`config.mk`:
```
export PLATFORM = sky130hd
export DESIGN_NAME = uart_fifo_param
export DESIGN_NICKNAME = d
export VERILOG_FILES = /design/src/rtl/uart_fifo_param.sv
export SDC_FILE = /design/constraint.sdc
export NUM_CORES = 1
export LEC_CHECK = 0
export BUFFER_PORTS_ARGS = -buffer_cell sky130_fd_sc_hd__buf_2
export CAP_MARGIN = 20
export CELL_PAD_IN_SITES_DETAIL_PLACEMENT = 2
export CELL_PAD_IN_SITES_GLOBAL_PLACEMENT = 2
export CORE_ASPECT_RATIO = 1.2
export CORE_MARGIN = 2
export CORE_UTILIZATION = 40
export DETAILED_ROUTE_END_ITERATION = 10
export GPL_ROUTABILITY_DRIVEN = 0
export PLACE_DENSITY_LB_ADDON = 0.25
export RECOVER_POWER = 100
export SYNTH_ARGS = -nofsm -noshare
export SYNTH_HDL_FRONTEND = slang
export SYNTH_SLANG_ARGS = --single-unit
export TNS_END_PERCENT = 100
```
`constraint.sdc`:
```
create_clock -name clock -period 3.3 [get_ports clock]
set_input_delay 0 -clock clock [delete_from_list [all_inputs] [get_ports clock]]
set_output_delay 0 -clock clock [all_outputs]
set_load 0.01 [all_outputs]
```
`src/rtl/uart_fifo_param.sv`:
```
// Parametrised synchronous byte FIFO between the UART core and the debug/pipeline controller.
// Optional build macro UART_FIFO_OVERWRITE_EN: a write while full drops the oldest entry instead of the new one.
module uart_fifo_param #(
    parameter int DATA_WIDTH    = 8,
    parameter int ADDR_BITS     = 7,
    parameter int AFULL_THRESH  = (1 << ADDR_BITS) - 4,
    parameter int AEMPTY_THRESH = 4
) (
    input  logic                  clock,
    input  logic                  reset,
    input  logic                  clear,
    input  logic                  write_flag,
    input  logic [DATA_WIDTH-1:0] data_in,
    input  logic                  read_next,
    output logic [DATA_WIDTH-1:0] data_out,
    output logic                  data_valid,
    output logic                  empty_flag,
    output logic                  full_flag,
    output logic                  almost_full,
    output logic                  almost_empty,
    output logic [ADDR_BITS:0]    level,
    output logic                  overflow,
    output logic                  underflow
);

    localparam int unsigned        DEPTH      = 1 << ADDR_BITS;
    localparam logic [ADDR_BITS:0] LEVEL_FULL = (ADDR_BITS + 1)'(DEPTH);
    localparam logic [ADDR_BITS:0] LEVEL_AF   = (ADDR_BITS + 1)'(AFULL_THRESH);
    localparam logic [ADDR_BITS:0] LEVEL_AE   = (ADDR_BITS + 1)'(AEMPTY_THRESH);

    logic [DATA_WIDTH-1:0] mem [DEPTH];

    logic [ADDR_BITS-1:0]  wr_ptr_q, wr_ptr_d;
    logic [ADDR_BITS-1:0]  rd_ptr_q, rd_ptr_d;
    logic [ADDR_BITS:0]    level_q, level_d;
    logic [DATA_WIDTH-1:0] data_out_q, data_out_d;
    logic                  data_valid_q, data_valid_d;
    logic                  overflow_q, overflow_d;
    logic                  underflow_q, underflow_d;

    logic is_empty, is_full, do_read, do_write, drop_oldest;

    assign is_empty = (level_q == '0);
    assign is_full  = (level_q == LEVEL_FULL);

    always_comb begin
        // NOTE: every combinational output gets a default first so no path can infer a latch.
        do_read      = read_next && !is_empty;
        drop_oldest  = 1'b0;
`ifdef UART_FIFO_OVERWRITE_EN
        drop_oldest  = write_flag && is_full && !read_next;
`endif
        // A full FIFO still accepts a write when the same-cycle read frees a slot.
        do_write     = write_flag && (!is_full || do_read || drop_oldest);

        wr_ptr_d     = do_write ? wr_ptr_q + ADDR_BITS'(1) : wr_ptr_q;
        rd_ptr_d     = (do_read || drop_oldest) ? rd_ptr_q + ADDR_BITS'(1) : rd_ptr_q;

        level_d      = level_q;
        if (do_write && !do_read && !drop_oldest) begin
            level_d = level_q + (ADDR_BITS + 1)'(1);
        end else if (do_read && !do_write) begin
            level_d = level_q - (ADDR_BITS + 1)'(1);
        end

        data_out_d   = do_read ? mem[rd_ptr_q] : data_out_q;
        data_valid_d = do_read;
        overflow_d   = overflow_q  || (write_flag && is_full && !read_next);
        underflow_d  = underflow_q || (read_next && is_empty);
    end

    // NOTE: state registers use non-blocking assignments so every flop samples pre-edge values.
    always_ff @(posedge clock) begin
        if (reset || clear) begin
            wr_ptr_q     <= '0;
            rd_ptr_q     <= '0;
            level_q      <= '0;
            data_out_q   <= '0;
            data_valid_q <= 1'b0;
            overflow_q   <= 1'b0;
            underflow_q  <= 1'b0;
        end else begin
            wr_ptr_q     <= wr_ptr_d;
            rd_ptr_q     <= rd_ptr_d;
            level_q      <= level_d;
            data_out_q   <= data_out_d;
            data_valid_q <= data_valid_d;
            overflow_q   <= overflow_d;
            underflow_q  <= underflow_d;
        end
    end

    // NOTE: storage has no reset; the pointers alone define which entries are live.
    always_ff @(posedge clock) begin
        if (do_write && !reset && !clear) begin
            mem[wr_ptr_q] <= data_in;
        end
    end

    assign data_out     = data_out_q;
    assign data_valid   = data_valid_q;
    assign level        = level_q;
    assign empty_flag   = is_empty;
    assign full_flag    = is_full;
    assign almost_full  = (level_q >= LEVEL_AF);
    assign almost_empty = (level_q <= LEVEL_AE);
    assign overflow     = overflow_q;
    assign underflow    = underflow_q;

endmodule

```
==> results.cfg, run 1 <==
[critical_path]
cp-end-kind = flip-flop
cp_max_fo = 8
cp.arrival_ns = 3.51
critical_path_class = reg -> reg
cp_data_required_time_ns = 3.59
r2r_cells = 7
r2r_slack_ns = 0.08
r2r-end = mem[85][2]
rr_startpoint = level[0]
critPathLaunchType = flip-flop

[grt]
met3_usage_pct = 2.88
grt_pass1_wl_um = 178000
use_met1_pct = 29.8
grtUsageTotal_pct = 23.1
globalRouteMet2Util_pct = 40.9
grt-busiest-layer = met2
grt_pass1_vias = 24200
grt_max_degree = 75
grt_overflow = 0
antenna_found_initial = 1

[pwr]
p_per_area_mw_per_mm2 = 644
leakage_uw = 0.0142
vdd.ir_drop.worst_mv = 0.386
finalPower_uw = 30500

[finish]
final_common_cell = edfxtp_1
design_area_sq_mm = 0.0473
final_nets = 2383
fillers = 9387
multi_input_area_sq_mm = 0.00955
area_growth_pct = 13.2
ff_latch_area_sq_mm = 0.0314
final_cell_mix = edfxtp_1 (1024), mux2i_1 (241), nor2_1 (172)
postLayoutCoreUtil_pct = 45.8
drive_above_1_share_pct = 18.3
diodes = 0

[timing]
setup_viol = 0
rsz0062_at_grt = no
tightestPinTransition_ns = 3.26
finalWorstSetupSlack_ns = 0.0836
hold_viol = 0
fin_tns_setup_ns = 0
fin_crit_sh_pct = 97.5
drv_slew = 585
skew_ns = 0.0289
relSlewSlack_pct = -117
fmax_mhz = 311
period_needed_ns = 3.22

[clock_network]
cts.sinks = 1057
cts_made_buffers = 107
clk_pin_slew_ns = 0.06
clk_latency_ns = 0.69
ctsHtreeMaxLevel = 3
cts_setup_buffers = 0
cts-root-buf = clkbuf_16
clockBufferDepth = 3
cts_tree = done

[synth]
synth_area_leaders = edfxtp_1 (73%), mux4_2 (7.8%), mux2i_1 (5.8%)
synth_area_sq_mm = 0.0418
synth_nets = 2236
syn_area_per_cell_sq_um = 18.9
synth_edf_count = 1024
dominantRegCellSynth = edfxtp_1
yosysTopAreaCellShare_pct = 73.5
ys_types = 67
synth_area_leader_cell = edfxtp_1
yosysSeqAreaShare_pct = 75.1
netlist_instances = 2213
ys_warn_count = 0
synthArstFlopShare_pct = 0
synth_seq_cells = 1057

[floorplanning]
io_pins = 36
start_util_pct = 40.4
num_rows = 129
die_area_sq_mm = 0.107
core_sq_mm = 0.103
die_h_um = 358
dieWidth_um = 299

[worst_hold_path]
whs_path_depth = 4
hp-start = read_next
hold_path_class = in -> reg
min_to = underflow

[run_status]
outcome = finished with violations
violations = capacitance limit, slew limit

[job]
maxCapViolations = 9

[placement]
place.detailed.hpwl_um = 80200
dp_slack_ns = -0.0493
place_area_sq_mm = 0.0439
numPortBuffers = 35

[route]
drc = 0
via_per_inst = 5.79
dr.pass1.iters = 5
wl_um = 123000
wire_per_inst_um = 32.3
ant_nets = 0
drtIter0Drc = 1904
vias = 22200
-- per-layer routing --
metal / vias to the layer above / wire length (um)
li1: 9309 / -
met1: 12000 / 50500
met2: 612 / 64200
met3: 190 / 5440
met4: 2 / 3300
met5: - / 13
-- area by class of cell --
cell class                 instances  share of cell area [%]
clock buffer                     157                    6.46
clock inverter                    45                   0.906
inverter                           9                  0.0766
multi-input combinational       1020                    20.2
sequential                      1057                    66.4
tap                             1375                    3.63
timing repair buffer             165                    2.39
-- worst max-delay path, cell delays in order, from the launching register on --
cell      delay (ns)
dfxtp_1         0.31
or3_1           0.47
o41ai_4         0.35
buf_4           0.23
nor2_1          0.09
nand3_1         0.12
clkbuf_1        0.72
nor2_1          0.51
-- registers in the layout, indices dropped and copies added (netlist names) --
register    cells
mem          1024
data_out        8
level           8
rd_ptr_q        7
wr_ptr_q        7
data_valid      1
overflow        1
underflow       1
-- repair_timing --
| item | in CTS | in global routing |
|---|---|---|
| hold buffers | 9 | 2 |
| gates cloned | 0 | 0 |
| hold endpoints to repair | 91 | 12 |
| gates resized for setup | 2 | 5 |
| endpoints found under the setup margin | 1 | 2 |
| pin swaps | 1 | 3 |
-- synthesized netlist by cell type (3+ instances only) --
cell,count
xnor2_1,11
mux2i_1,241
buf_4,28
nor2_1,173
or3_1,3
a31oi_1,7
a22oi_1,55
ha_1,9
a221oi_1,18
a311oi_1,4
xor2_1,7
o221ai_1,16
mux4_1,4
nand4_1,3
a2111oi_2,6
nor2b_1,11
a22o_1,7
o21ai_0,26
a21o_1,3
inv_1,7
dfxtp_1,33
mux4_2,144
nand2_1,58
nand3_1,52
and2_1,5
buf_12,7
nor3_1,5
o22ai_1,36
a21oi_1,49
edfxtp_1,1024
buf_6,16
clkbuf_1,30
a211oi_1,30
buf_8,5
buf_2,38
buf_1,3
-- stage by stage --
stage / hold WS, ns / cells
5_1_grt: 0.205 / 3828
3_3_place_gp: 0.296 / 3613
3_5_place_dp: 0.325 / 3613
6_report: 0.190 / 3828
4_1_cts: 0.00223 / 3824
2_1_floorplan: 0.0989 / 2213
-- cells by family after synthesis --
kind of cell,after synthesis,share of synthesized area [%]
and+or+nand+nor,326,3.41
adders and majority gates,10,0.317
xor gates and xnor gates,18,0.377
buffers and inverters,136,2.28
DFF,1057,75.1
AOI/OAI and AO/OA,275,4.72
muxes,391,13.8
-- where the power goes --
group	leakage [uW]	total, uW	internal (uW)	switching [uW]
registers	0.00947	14900	14800	123
logic	0.00305	3480	1420	2060
clock network	0.00171	12100	6900	5200
-- worst max path at each step --
stage,startpoint,slack [ns],depth (start not counted),to
after global placement,level[6],0.07,12,level[7]
after global routing,level[6],0.006,13,level[7]
after CTS,level[6],0.01,13,level[7]
final,level[0],0.08,7,mem[85][2]
after detailed placement,level[6],-0.05,12,level[7]
after floorplan,level[4],0.002,12,level[7]
Power figures use the tool's default switching activity.
==> run 2: changes to the inputs <==
--- a/config.mk
+++ b/config.mk
@@ -10,12 +10,13 @@
 export CELL_PAD_IN_SITES_DETAIL_PLACEMENT = 2
 export CELL_PAD_IN_SITES_GLOBAL_PLACEMENT = 2
 export CORE_ASPECT_RATIO = 1.2
-export CORE_MARGIN = 2
+export CORE_MARGIN = 10
 export CORE_UTILIZATION = 40
 export DETAILED_ROUTE_END_ITERATION = 10
 export GPL_ROUTABILITY_DRIVEN = 0
 export PLACE_DENSITY_LB_ADDON = 0.25
 export RECOVER_POWER = 100
+export REMOVE_ABC_BUFFERS = 1
 export SYNTH_ARGS = -nofsm -noshare
 export SYNTH_HDL_FRONTEND = slang
 export SYNTH_SLANG_ARGS = --single-unit
==> run 2 against run 1 <==
Compared with the run above:
- the run still ends with capacitance limit, slew limit left
- largest cell class unchanged
- sequential share of layout area is 0.17 points lower
- sequential power barely moved
- critical endpoint is now level[7]
- cell count barely moved
- routed wire length up 3.3%
==> results.cfg, run 2 (synthesis gave the netlist of run 1 again) <==
[floorplanning]
dieWidth_um = 315
num_rows = 129
core_sq_mm = 0.103
die_area_sq_mm = 0.118
start_util_pct = 40.4
die_h_um = 374
io_pins = 36

[timing]
skew_ns = 0.0348
rsz0062_at_grt = yes
fmax_mhz = 309
drv_slew = 610
fin_hold_ws_ns = 0.232
hold_viol = 0
tightestPinTransition_ns = 3.06
setup_viol = 0
period_needed_ns = 3.24
fin_crit_sh_pct = 98.1
fin_tns_setup_ns = 0
relSlewSlack_pct = -104

[critical_path]
r2r_cells = 12
cp_max_fo = 6
critPathLaunchType = flip-flop
cp-end-kind = flip-flop
cp_data_required_time_ns = 3.85
critPathMaxStageDelay_ns = 0.56
critPathBufInv = 3
crit_cells = 12
cp_top_family = compound AO/OA/AOI/OAI gates
cp.arrival_ns = 3.79
critical_path_class = reg -> reg
worst_path_max_delay_cell = or4_4
crit_path_cell_trace = or4_4 > o41ai_4 > inv_2 > ha_4 > inv_4 > buf_6 > ha_4 > a211o_1 > a2111oi_4 > or4_4 > a21o_1 > a21oi_2

[finish]
fin_cells = 3830
diodes = 0
area_growth_pct = 13.5
ff_latch_area_sq_mm = 0.0314
final_common_cell = edfxtp_1
largest_reg_flops = 1024
drive_above_1_share_pct = 19.1
regMostFlops = mem
fillers = 9394
final_cell_mix = edfxtp_1 (1024), mux2i_1 (241), nor2_1 (172)
multi_input_area_sq_mm = 0.00957
final_nets = 2392

[clock_network]
clockBufferDepth = 3
ctsHtreeMaxLevel = 3
clk_pin_slew_ns = 0.07
cts_made_buffers = 105
cts_tree = done
clk_latency_ns = 0.69
cts-root-buf = clkbuf_16
cts.sinks = 1057

[route]
wl_um = 128000
dr.pass1.iters = 5
drc = 0
ant_nets = 0
vias = 22300
wire_per_inst_um = 33.3
drtIter0Drc = 2093
via_per_inst = 5.81

[run_status]
outcome = finished with violations
violations = capacitance limit, slew limit

[pwr]
vdd.ir_drop.worst_mv = 0.390
p_per_area_mw_per_mm2 = 644
leakage_uw = 0.0143
finalPower_uw = 30600

[grt]
antenna_found_initial = 2
grt_overflow = 0
grtUsageTotal_pct = 21.4
grt_pass1_vias = 24600
grt_pass1_wl_um = 184000
grt_max_degree = 81

[placement]
placed_cells = 3619
numPortBuffers = 35
place.detailed.hpwl_um = 81200

[worst_hold_path]
whs_path_depth = 4
hold_path_class = in -> reg

[job]
maxCapViolations = 10
run 2: cell types whose count changed in the layout (fill, tap and decap cells not counted), sizes merged, moves of 4 or more:
| cell | previous run | this run |
|---|---|---|
| buf | 90 | 135 |
| clkbuf | 221 | 172 |
| clkinv | 30 | 42 |
| clkinvlp | 4 | 0 |
| inv | 14 | 10 |
run 2: layout make-up:
class	instances	share of cell area, %
Clock buffer	143	6.18
Clock inverter	50	0.867
Inverter	9	0.0764
Multi-Input combinational cell	1020	20.2
Sequential cell	1057	66.2
Tap cell	1375	3.62
Timing Repair Buffer	176	2.90
run 2: where the power goes:
| part | internal (uW) | total [uW] | switching, uW |
|---|---|---|---|
| Clock | 6730 | 11900 | 5170 |
| Sequential | 14800 | 14900 | 134 |
| Combinational | 1580 | 3720 | 2140 |
run 2: timing repair:
item / in CTS / in global routing
cloned: 0 / 0
resized for setup: 4 / 17
hold buffers: 12 / 0
pin swaps: 0 / 13
hold endpoints to repair: 274 / 0
endpoints found under the setup margin: 1 / 2
buffers inserted: 0 / 5
run 2: path summary, 6_finish.rpt:
check | from | end | slack [ns]
max | level[6] | level[7] | 0.06
max reg2reg | level[6] | level[7] | 0.06
min reg2reg | underflow | underflow | 0.51
min | read_next | underflow | 0.23
run 2: routing by layer:
layer  vias up  GRT usage (%)  part of all wire [%]
met5         -              0                 0.023
met1     12100           26.7                    39
met4         4           8.80                   4.1
met2       677           36.6                    51
met3       217           3.62                   5.4
li1       9310              -                     -
run 2: worst register-to-register path, delay by kind of cell, from the launching register on:
kind,cells,cell delay [ns]
simple gates,2,0.78
flops,1,0.32
fa+ha+maj,2,0.39
buf+inv,3,0.29
compound gates,5,1.33
run 2: through the flow:
stage                     area [sq um]  setup slack (ns)  util [%]
after floorplan                  40900             -7.93         -
after global placement           44000           -0.0559      42.5
after detailed placement         44000            -0.187      42.5
after CTS                        47500           0.00405      45.9
after global routing             47500           -0.0492      45.9
final                            47500            0.0619      45.9
==> run 3: changes to the inputs <==
--- a/config.mk
+++ b/config.mk
@@ -6,7 +6,6 @@
 export NUM_CORES = 1
 export LEC_CHECK = 0
 export BUFFER_PORTS_ARGS = -buffer_cell sky130_fd_sc_hd__buf_2
-export CAP_MARGIN = 20
 export CELL_PAD_IN_SITES_DETAIL_PLACEMENT = 2
 export CELL_PAD_IN_SITES_GLOBAL_PLACEMENT = 2
 export CORE_ASPECT_RATIO = 1.2
==> constraint.sdc (replaced) <==
create_clock -name clock -period 4.2 [get_ports clock]
set_input_delay 0 -clock clock [delete_from_list [all_inputs] [get_ports clock]]
set_output_delay 0 -clock clock [all_outputs]
set_load 0.01 [all_outputs]
==> run 3 against run 2 <==
Compared with the run above:
- the run still ends with capacitance limit, slew limit left
- combinational power decreased by 34%
- highest routed layer unchanged
- first-iteration DRC count decreased by 2.0%
- global-route usage decreased by 0.34 points
- non-clock buffer count decreased by 53
- utilization decreased by 0.55 points
- sequential cell count unchanged
- setup slack improved by 0.097 ns
- sequential power decreased by 21%
- clock power decreased by 19%
- critical path type unchanged
- via count decreased by 1.2%
==> results.cfg, run 3 (synthesis gave the netlist of run 1 again) <==
[timing]
relSlewSlack_pct = -189
skew_ns = 0.0187
tightestPinTransition_ns = 4.33
setup_viol = 0
fin_hold_ws_ns = 0.236
hold_viol = 0
fmax_mhz = 247
fin_crit_sh_pct = 96.2
drv_slew = 595
rsz0062_at_grt = no
period_needed_ns = 4.04
finalWorstSetupSlack_ns = 0.159

[grt]
grt_overflow = 0
grt_pass1_wl_um = 183000
grtUsageTotal_pct = 21.1
grt_pass1_vias = 24300
grt_max_degree = 91
antenna_found_initial = 2

[critical_path]
rr_startpoint = level[3]
cp_max_fo = 11
critPathLaunchType = flip-flop
crit_cells = 6
critPathBufInv = 1
cp-end-kind = flip-flop
cp.arrival_ns = 4.32
setup.worst_path.start = level[3]
cp_data_required_time_ns = 4.48
critical_path_class = reg -> reg
r2r_slack_ns = 0.16
r2r-end = mem[34][7]
critPathMaxStageDelay_ns = 1.05
cp_top_family = simple AND/OR/NAND/NOR gates
r2r_cells = 6
worst_path_max_delay_cell = clkbuf_1
crit_path_end = mem[34][7]
crit_path_cell_trace = or4_4 > o41ai_4 > nor3_1 > nand2_1 > clkbuf_1 > nor2_1

[clock_network]
cts-root-buf = clkbuf_16
cts_tree = done
cts_setup_buffers = 0
cts.sinks = 1057
ctsHtreeMaxLevel = 3
cts_made_buffers = 106
clk_pin_slew_ns = 0.06
clk_latency_ns = 0.68
clockBufferDepth = 3

[pwr]
leakage_uw = 0.0140
p_per_area_mw_per_mm2 = 508
vdd.ir_drop.worst_mv = 0.269

[finish]
area_growth_pct = 12.1
largest_reg_flops = 1024
regMostFlops = mem
final_common_cell = edfxtp_1
final_nets = 2340
final_cell_mix = edfxtp_1 (1024), mux2i_1 (241), nor2_1 (173)
drive_above_1_share_pct = 15.8
design_area_sq_mm = 0.0469

[floorplanning]
io_pins = 36
die_h_um = 374
core_sq_mm = 0.103
die_area_sq_mm = 0.118
dieWidth_um = 315
start_util_pct = 40.4
num_rows = 129

[route]
drc = 0
wire_per_inst_um = 33.1
via_per_inst = 5.81
drtIter0Drc = 2052
vias = 22000
wl_um = 125000
dr.pass1.iters = 5
ant_nets = 0

[run_status]
violations = capacitance limit, slew limit
outcome = finished with violations

[placement]
numPortBuffers = 35
place_area_sq_mm = 0.0435
dp_slack_ns = 0.269
place.detailed.hpwl_um = 78700

[job]
maxCapViolations = 10

[worst_hold_path]
hold_path_class = in -> reg
## run 3: where the power goes
| part | total (uW) | switching, uW | internal (uW) | leakage [uW] |
|---|---|---|---|---|
| clock | 9610 | 4070 | 5540 | 0.00169 |
| combinational | 2460 | 1490 | 975 | 0.00281 |
| sequential | 11800 | 143 | 11600 | 0.00947 |
## run 3: worst min path at each step
stage                          start  cells past startpoint         end
after floorplan           data_in[0]                      0   mem[0][0]
after global placement    write_flag                      3    overflow
after detailed placement  write_flag                      3    overflow
after CTS                 data_in[6]                      1  mem[85][6]
after global routing       read_next                      4   underflow
final                      read_next                      4   underflow
## run 3: per-layer routing
layer / part of all wire (%) / up-vias / track usage, % / wire [um]
met5: 0.010 / - / 0 / 13
met1: 40 / 11900 / 26.6 / 50100
met2: 52 / 653 / 37.0 / 65300
met3: 5.0 / 195 / 3.04 / 6220
met4: 2.9 / 2 / 6.52 / 3660
li1: - / 9204 / - / -
## run 3: worst reg2reg max path, cell delays in order, from the launching register on
cell      delay (ns)
dfxtp_1         0.35
or4_4           0.60
o41ai_4         0.42
nor3_1          0.18
nand2_1         0.47
clkbuf_1        1.06
nor2_1          0.57
## run 3: cell type report
| type | count | area [sq um] |
|---|---|---|
| fillers | 9460 | 56600 |
| inverters | 9 | 33.8 |
| flip-flops and latches | 1057 | 31400 |
| clock buffers | 140 | 2920 |
| multi-input cells | 1020 | 9470 |
| diodes | 1 | 2.50 |
| well taps | 1375 | 1720 |
| clock inverters | 58 | 547 |
| repair buffers | 123 | 790 |
## run 3: through the flow
| step | setup TNS (ns) | cells | power, uW | util (%) |
|---|---|---|---|---|
| after global placement | 0 | 3575 | 14400 | 42.1 |
| after floorplan | -89.56 | 2086 | 13700 | - |
| after detailed placement | 0 | 3575 | 14500 | 42.1 |
| after global routing | 0 | 3782 | 24600 | 45.3 |
| final | 0 | 3783 | 23800 | 45.3 |
| after CTS | 0 | 3782 | 24100 | 45.5 |
## run 3: timing repair
action,4_1_cts,5_1_grt
gates resized for setup,0,2
hold buffers,9,0
endpoints found under the setup margin,0,1
hold endpoints to repair,233,0
